$ cat config.mk
export PLATFORM = sky130hd
export DESIGN_NAME = i2c_byte_ctrl_flat
export DESIGN_NICKNAME = d
export VERILOG_FILES = /design/src/rtl/i2c_byte_ctrl_if.sv /design/src/rtl/i2c_byte_ctrl.sv /design/src/flat_wrapper.sv
export SDC_FILE = /design/constraint.sdc
export NUM_CORES = 1
export LEC_CHECK = 0
export CORE_UTILIZATION = 48
export DETAILED_ROUTE_END_ITERATION = 6
export PLACE_DENSITY = 0.8
export SETUP_SLACK_MARGIN = 0.05
export SYNTH_ARGS = -nofsm -noshare
export SYNTH_HDL_FRONTEND = slang
export SYNTH_SLANG_ARGS = --single-unit
$ cat constraint.sdc
create_clock -name wb_clk_i -period 2.13 [get_ports wb_clk_i]
set_input_delay 0.5325 -clock wb_clk_i [delete_from_list [all_inputs] [get_ports wb_clk_i]]
set_output_delay 0.5325 -clock wb_clk_i [all_outputs]
set_load 0.03 [all_outputs]
$ cat src/rtl/i2c_byte_ctrl_if.sv
// Signal bundle between the I2C register file / bit-level engine and the byte sequencer.
// The sequencer sits on the slave side; the register file and bit engine together form the master side.
interface i2c_byte_ctrl_if #(
    parameter int DATA_W = 8
);
    logic              ena;
    logic              start;
    logic              stop;
    logic              read;
    logic              write;
    logic              ack_in;
    logic [DATA_W-1:0] din;
    logic              cmd_ack;
    logic              ack_out;
    logic [DATA_W-1:0] dout;
    logic              i2c_busy;
    logic              i2c_al;
    logic [3:0]        core_cmd;
    logic              core_txd;
    logic              core_ack;
    logic              core_rxd;
    logic              bit_busy;
    logic              bit_al;

    modport master (
        output ena, start, stop, read, write, ack_in, din,
        output core_ack, core_rxd, bit_busy, bit_al,
        input  cmd_ack, ack_out, dout, i2c_busy, i2c_al, core_cmd, core_txd
    );

    modport slave (
        input  ena, start, stop, read, write, ack_in, din,
        input  core_ack, core_rxd, bit_busy, bit_al,
        output cmd_ack, ack_out, dout, i2c_busy, i2c_al, core_cmd, core_txd
    );
endinterface

$ cat src/rtl/i2c_byte_ctrl.sv
// Byte-level I2C command sequencer: turns one START/STOP/RD/WR/ACK register command
// into a series of bit-engine commands, shifting TXR out and RXR in MSB-first.
module i2c_byte_ctrl #(
    parameter int DATA_W = 8
) (
    input  logic           wb_clk_i,
    input  logic           arst_i,
    input  logic           wb_rst_i,
    i2c_byte_ctrl_if.slave bus
);
    localparam int CNT_W = (DATA_W > 1) ? $clog2(DATA_W) : 1;

    localparam logic [3:0] CMD_NOP   = 4'h0;
    localparam logic [3:0] CMD_START = 4'h1;
    localparam logic [3:0] CMD_STOP  = 4'h2;
    localparam logic [3:0] CMD_WRITE = 4'h4;
    localparam logic [3:0] CMD_READ  = 4'h8;

    typedef enum logic [2:0] {
        ST_IDLE,
        ST_START,
        ST_WRITE,
        ST_READ,
        ST_ACK,
        ST_STOP
    } state_t;

    state_t            state, state_nxt;
    logic [3:0]        cmd, cmd_nxt;
    logic              txd, txd_nxt;
    logic              done, done_nxt;
    logic              ack, ack_nxt;
    logic [DATA_W-1:0] sr, sr_nxt;
    logic [CNT_W-1:0]  cnt, cnt_nxt;
    logic              go;
    logic              abort;

    // Data phase chosen after an optional START: read wins over write, stop alone otherwise.
    function automatic state_t dispatch(input logic rd, input logic wr);
        if (rd)
            return ST_READ;
        else if (wr)
            return ST_WRITE;
        else
            return ST_STOP;
    endfunction

    function automatic logic [3:0] cmd_of(input state_t st);
        case (st)
            ST_START: return CMD_START;
            ST_READ:  return CMD_READ;
            ST_WRITE: return CMD_WRITE;
            ST_STOP:  return CMD_STOP;
            default:  return CMD_NOP;
        endcase
    endfunction

    // cmd_ack masks go for one cycle so the register file can clear its command bits.
    assign go    = (bus.read | bus.write | bus.stop) & ~done;
    assign abort = bus.bit_al | (~bus.ena & (state != ST_IDLE));

    always_ff @(posedge wb_clk_i or negedge arst_i) begin
        if (!arst_i) begin
            state <= ST_IDLE;
            cmd   <= CMD_NOP;
            txd   <= 1'b0;
            done  <= 1'b0;
            ack   <= 1'b0;
            sr    <= '0;
            cnt   <= '0;
        end else if (wb_rst_i) begin
            state <= ST_IDLE;
            cmd   <= CMD_NOP;
            txd   <= 1'b0;
            done  <= 1'b0;
            ack   <= 1'b0;
            sr    <= '0;
            cnt   <= '0;
        end else begin
            state <= state_nxt;
            cmd   <= cmd_nxt;
            txd   <= txd_nxt;
            done  <= done_nxt;
            ack   <= ack_nxt;
            sr    <= sr_nxt;
            cnt   <= cnt_nxt;
        end
    end

    always_comb begin
        state_nxt = state;
        cmd_nxt   = cmd;
        txd_nxt   = txd;
        done_nxt  = 1'b0;
        ack_nxt   = ack;
        sr_nxt    = sr;
        cnt_nxt   = cnt;

        if (abort) begin
            // Arbitration loss or disable: drop the transfer silently, keep the shift register.
            state_nxt = ST_IDLE;
            cmd_nxt   = CMD_NOP;
            txd_nxt   = 1'b0;
        end else begin
            case (state)
                ST_IDLE: begin
                    if (go && bus.ena) begin
                        sr_nxt    = bus.din;
                        cnt_nxt   = CNT_W'(DATA_W - 1);
                        state_nxt = bus.start ? ST_START : dispatch(bus.read, bus.write);
                        cmd_nxt   = cmd_of(state_nxt);
                        if (state_nxt == ST_WRITE)
                            txd_nxt = bus.din[DATA_W-1];
                    end
                end
                ST_START: begin
                    if (bus.core_ack) begin
                        state_nxt = dispatch(bus.read, bus.write);
                        cmd_nxt   = cmd_of(state_nxt);
                        if (state_nxt == ST_WRITE)
                            txd_nxt = sr[DATA_W-1];
                    end
                end
                ST_WRITE, ST_READ: begin
                    if (bus.core_ack) begin
                        sr_nxt  = {sr[DATA_W-2:0], bus.core_rxd};
                        cnt_nxt = cnt - 1'b1;
                        txd_nxt = sr[DATA_W-2];
                        if (cnt == '0) begin
                            state_nxt = ST_ACK;
                            if (state == ST_READ) begin
                                cmd_nxt = CMD_WRITE;
                                txd_nxt = bus.ack_in;
                            end else begin
                                cmd_nxt = CMD_READ;
                            end
                        end
                    end
                end
                ST_ACK: begin
                    if (bus.core_ack) begin
                        ack_nxt = bus.core_rxd;
                        if (bus.stop) begin
                            state_nxt = ST_STOP;
                            cmd_nxt   = CMD_STOP;
                        end else begin
                            state_nxt = ST_IDLE;
                            cmd_nxt   = CMD_NOP;
                            done_nxt  = 1'b1;
                            txd_nxt   = 1'b1;
                        end
                    end
                end
                ST_STOP: begin
                    if (bus.core_ack) begin
                        state_nxt = ST_IDLE;
                        cmd_nxt   = CMD_NOP;
                        done_nxt  = 1'b1;
                    end
                end
                default: begin
                    state_nxt = ST_IDLE;
                    cmd_nxt   = CMD_NOP;
                end
            endcase
        end
    end

    assign bus.cmd_ack  = done;
    assign bus.ack_out  = ack;
    assign bus.dout     = sr;
    assign bus.core_cmd = cmd;
    assign bus.core_txd = txd;
    assign bus.i2c_busy = bus.bit_busy;
    assign bus.i2c_al   = bus.bit_al;
endmodule

$ cat src/flat_wrapper.sv
// flat-port wrapper written by rule: the top's interface ports become plain ports
module i2c_byte_ctrl_flat 
#(
    parameter int DATA_W = 8
)
  (wb_clk_i, arst_i, wb_rst_i, bus_ena, bus_start, bus_stop, bus_read, bus_write, bus_ack_in, bus_din, bus_core_ack, bus_core_rxd, bus_bit_busy, bus_bit_al, bus_cmd_ack, bus_ack_out, bus_dout, bus_i2c_busy, bus_i2c_al, bus_core_cmd, bus_core_txd);
  i2c_byte_ctrl_if #(.DATA_W(DATA_W)) bus_i ();
  input  logic wb_clk_i;
  input  logic arst_i;
  input  logic wb_rst_i;
  input wire logic [$bits(bus_i.ena)-1:0] bus_ena;
  input wire logic [$bits(bus_i.start)-1:0] bus_start;
  input wire logic [$bits(bus_i.stop)-1:0] bus_stop;
  input wire logic [$bits(bus_i.read)-1:0] bus_read;
  input wire logic [$bits(bus_i.write)-1:0] bus_write;
  input wire logic [$bits(bus_i.ack_in)-1:0] bus_ack_in;
  input wire logic [$bits(bus_i.din)-1:0] bus_din;
  input wire logic [$bits(bus_i.core_ack)-1:0] bus_core_ack;
  input wire logic [$bits(bus_i.core_rxd)-1:0] bus_core_rxd;
  input wire logic [$bits(bus_i.bit_busy)-1:0] bus_bit_busy;
  input wire logic [$bits(bus_i.bit_al)-1:0] bus_bit_al;
  output wire logic [$bits(bus_i.cmd_ack)-1:0] bus_cmd_ack;
  output wire logic [$bits(bus_i.ack_out)-1:0] bus_ack_out;
  output wire logic [$bits(bus_i.dout)-1:0] bus_dout;
  output wire logic [$bits(bus_i.i2c_busy)-1:0] bus_i2c_busy;
  output wire logic [$bits(bus_i.i2c_al)-1:0] bus_i2c_al;
  output wire logic [$bits(bus_i.core_cmd)-1:0] bus_core_cmd;
  output wire logic [$bits(bus_i.core_txd)-1:0] bus_core_txd;
  assign bus_i.ena = bus_ena;
  assign bus_i.start = bus_start;
  assign bus_i.stop = bus_stop;
  assign bus_i.read = bus_read;
  assign bus_i.write = bus_write;
  assign bus_i.ack_in = bus_ack_in;
  assign bus_i.din = bus_din;
  assign bus_i.core_ack = bus_core_ack;
  assign bus_i.core_rxd = bus_core_rxd;
  assign bus_i.bit_busy = bus_bit_busy;
  assign bus_i.bit_al = bus_bit_al;
  assign bus_cmd_ack = bus_i.cmd_ack;
  assign bus_ack_out = bus_i.ack_out;
  assign bus_dout = bus_i.dout;
  assign bus_i2c_busy = bus_i.i2c_busy;
  assign bus_i2c_al = bus_i.i2c_al;
  assign bus_core_cmd = bus_i.core_cmd;
  assign bus_core_txd = bus_i.core_txd;
  i2c_byte_ctrl #(.DATA_W(DATA_W)) u_core (.wb_clk_i(wb_clk_i), .arst_i(arst_i), .wb_rst_i(wb_rst_i), .bus(bus_i));
endmodule
==> impl_metrics.csv <==
group,metric,value,unit
timing,worstMarginPinSlew,379,ps
route,drc,0,
clock_tree,htreeDepth,1,
die,dieHeight,55.6,um
placement,post-place-cells,230,
synthesis,synth_warnings,0,
synthesis,synth_common_cells,"dfrtp_1, nor2_1, mux2i_1",
global_route,grt_pass1_wl,6450,um
die,num_rows,19,
synthesis,syn_nets,174,
timing,rsz0062_at_grt,"false",
die,core,2730,sq um
route,wl,3850,um
critical_path,required,2330,ps
synthesis,synth.avg_cell_area,9.14,sq um
cells_and_area,syn_to_final_growth,42.6,%
clock_tree,postCtsHoldBufs,0,
route,ant_nets,0,
clock_tree,cts_sinks,21,
power,p_per_area,560,nW/um^2
clock_tree,clk_path_buf_depth,2,
critical_path,critPathLaunchType,"input pin",
cells_and_area,antenna_cells,0,
timing,fmax,0.504,GHz
route,detail_route.wl_per_cell,16.4,um
synthesis,synth_ff_type,"dfrtp_1",
die,io_pins,38,
clock_tree,clk_latency,310,ps
global_route,grtUsageTotal,26.4,%
timing,period_share,93.1,%
timing,setup_violations,0,
timing,slew_viol_final,0,
clock_tree,post_cts_buffers,0,
cells_and_area,fin_area,1970,sq um
global_route,grt_max_degree,22,
synthesis,netlist.area_leader.share,38.1,%
route,via_count,1355,
timing,hold_violations,0,
synthesis,synth.most_common_cell,"dfrtp_1",
cells_and_area,fin_nets,228,
timing,finalSetupTns,0,ps
synthesis,netlist_instances,151,
synthesis,synthesis.area,1380,sq um
job,cap_violations,0,
power,ir_worst_vdd,0.000509,V
synthesis,ys_types,41,
critical_path,worstSetupEndpointType,"register",
timing,fin_hold_ws,516,ps
timing,skew,4.48,ps
global_route,antenna_found_initial,0,
synthesis,ys_ff_latch,21,
synthesis,synth-seq-area-share,38.1,%
timing,period_needed,1980,ps
critical_path,crit_fanout,7,
route,dr.pass1.iters,4,
synthesis,synth_edf_count,0,
synthesis,async_reset_ff_share,100,%
placement,finalWeightedCongestion,0.847,
power,leakagePower,0.837,nW
die,die-area,3090,sq um
cells_and_area,layout-drive-gt1-share,21.1,%
clock_tree,cts_tree,"yes",
synthesis,synth_area_leaders,"dfrtp_1, mux2i_1, nor2_1",
clock_tree,cts_buffers,3,
power,finalPower,1.10,mW
run_status,status,"finished, final reports clean",
cells_and_area,final_cells,235,
clock_tree,path_clk_slew,120,ps
global_route,grt_overflow,0,
clock_tree,cts-root-buf,"clkbuf_4",
placement,io_buffers,35,
timing,slew-limit-headroom,74.0,%
min_path,hp-class,"reg2reg",
die,die_w,55.6,um
placement,place_area,1900,sq um
route,drt_iter0_drc,91,
placement,dpl.hpwl,2780,um
critical_path,critPathKind,"in2reg",
global_route,grt_pass1_vias,1399,
die,start_util,50.5,%
cells_and_area,fillers,198,
synthesis,yosysTopAreaCell,"dfrtp_1",
critical_path,arrival,2180,ps
route,vias_per_cell,5.77,
where the power goes:
group          internal [mW]  switching, mW  total [mW]  leakage [nW]
clock network         0.0731          0.128       0.201        0.0150
logic                  0.211          0.232       0.444         0.536
registers              0.429         0.0293       0.458         0.286
logic make-up (layout without fill, tap and decap cells):
| kind of cell | count (synthesis) | in the layout | synth area share (%) |
|---|---|---|---|
| flops | 21 | 21 | 38.1 |
| buf+inv | 18 | 71 | 6.98 |
| compound gates | 31 | 31 | 16.9 |
| mux | 18 | 18 | 13.1 |
| fa+ha+maj | 3 | 3 | 2.54 |
| simple gates | 60 | 60 | 22.5 |
registers in the layout (all words and copies together) (netlist names):
signal               flops
u_core.cnt               3
u_core.bus.dout          8
u_core.state             3
u_core.bus.core_cmd      4
u_core.bus.core_txd      1
u_core.bus.cmd_ack       1
u_core.bus.ack_out       1
routing by layer:
layer / vias up / GRT usage [%] / part of all wire, %
met5: - / 0 / 0
met4: 0 / 7.86 / 1.5
met3: 7 / 4.42 / 4.8
met2: 51 / 45.4 / 50
met1: 649 / 34.0 / 44
li1: 648 / - / -
timing repair:
item,4_1_cts,5_1_grt
gates cloned,0,1
setup endpoints to repair,2,14
gates resized for setup,2,8
final timing paths:
path	startpoint	end	slack, ps	cells past startpoint
hold / removal	u_core.bus.core_txd$_DFFE_PN0P_	u_core.bus.core_txd$_DFFE_PN0P_	520	1
setup / recovery	bus_read	u_core.bus.dout[0]$_DFFE_PN0P_	150	7
min in group asynchronous	arst_i	u_core.bus.core_txd$_DFFE_PN0P_	540	2
max in group asynchronous	arst_i	u_core.bus.core_cmd[1]$_DFFE_PN0P_	1360	2
hold reg to reg	u_core.bus.core_txd$_DFFE_PN0P_	u_core.bus.core_txd$_DFFE_PN0P_	520	1
setup reg to reg	u_core.state[0]$_DFFE_PN0P_	u_core.bus.dout[0]$_DFFE_PN0P_	180	6
worst max-delay path, stage by stage:
cell             delay (ps)
clkdlybuf4s50_1         510
nor3_2                   80
o41a_1                  420
nor3_4                  200
buf_2                   240
buf_4                   140
a211oi_1                 60
through the flow:
step	util, %	worst slack, ps
2_1_floorplan	-	281
3_5_place_dp	69.4	-311
5_1_grt	72.0	64.9
6_report	72.0	147
3_3_place_gp	69.4	-254
4_1_cts	70.8	32.2
cells in the final DEF (no fill, tap or decap), drive strengths merged, types with 2 or more instances in the layout:
master          n
nand3           2
nor2           20
o22ai           2
nor4            2
nor2b           6
o21ai           4
and3            2
clkdlybuf4s50  33
dfrtp          21
a311oi          2
nand2b          3
ha              2
clkbuf          4
nand4           3
a21oi           4
nor4b           2
nor3            3
inv             5
buf            28
a211oi          8
nand2          13
o221ai          2
mux2i          18
area by class of cell:
type                    count  area (sq um)  share of cell area [%]
clock buffers               4          26.3                    1.34
inverters                   5          18.8                   0.954
multi-input cells         112           792                    40.2
flip-flops and latches     21           526                    26.7
well taps                  31          38.8                    1.97
repair buffers             62           567                    28.8
Power figures use the tool's default switching activity.
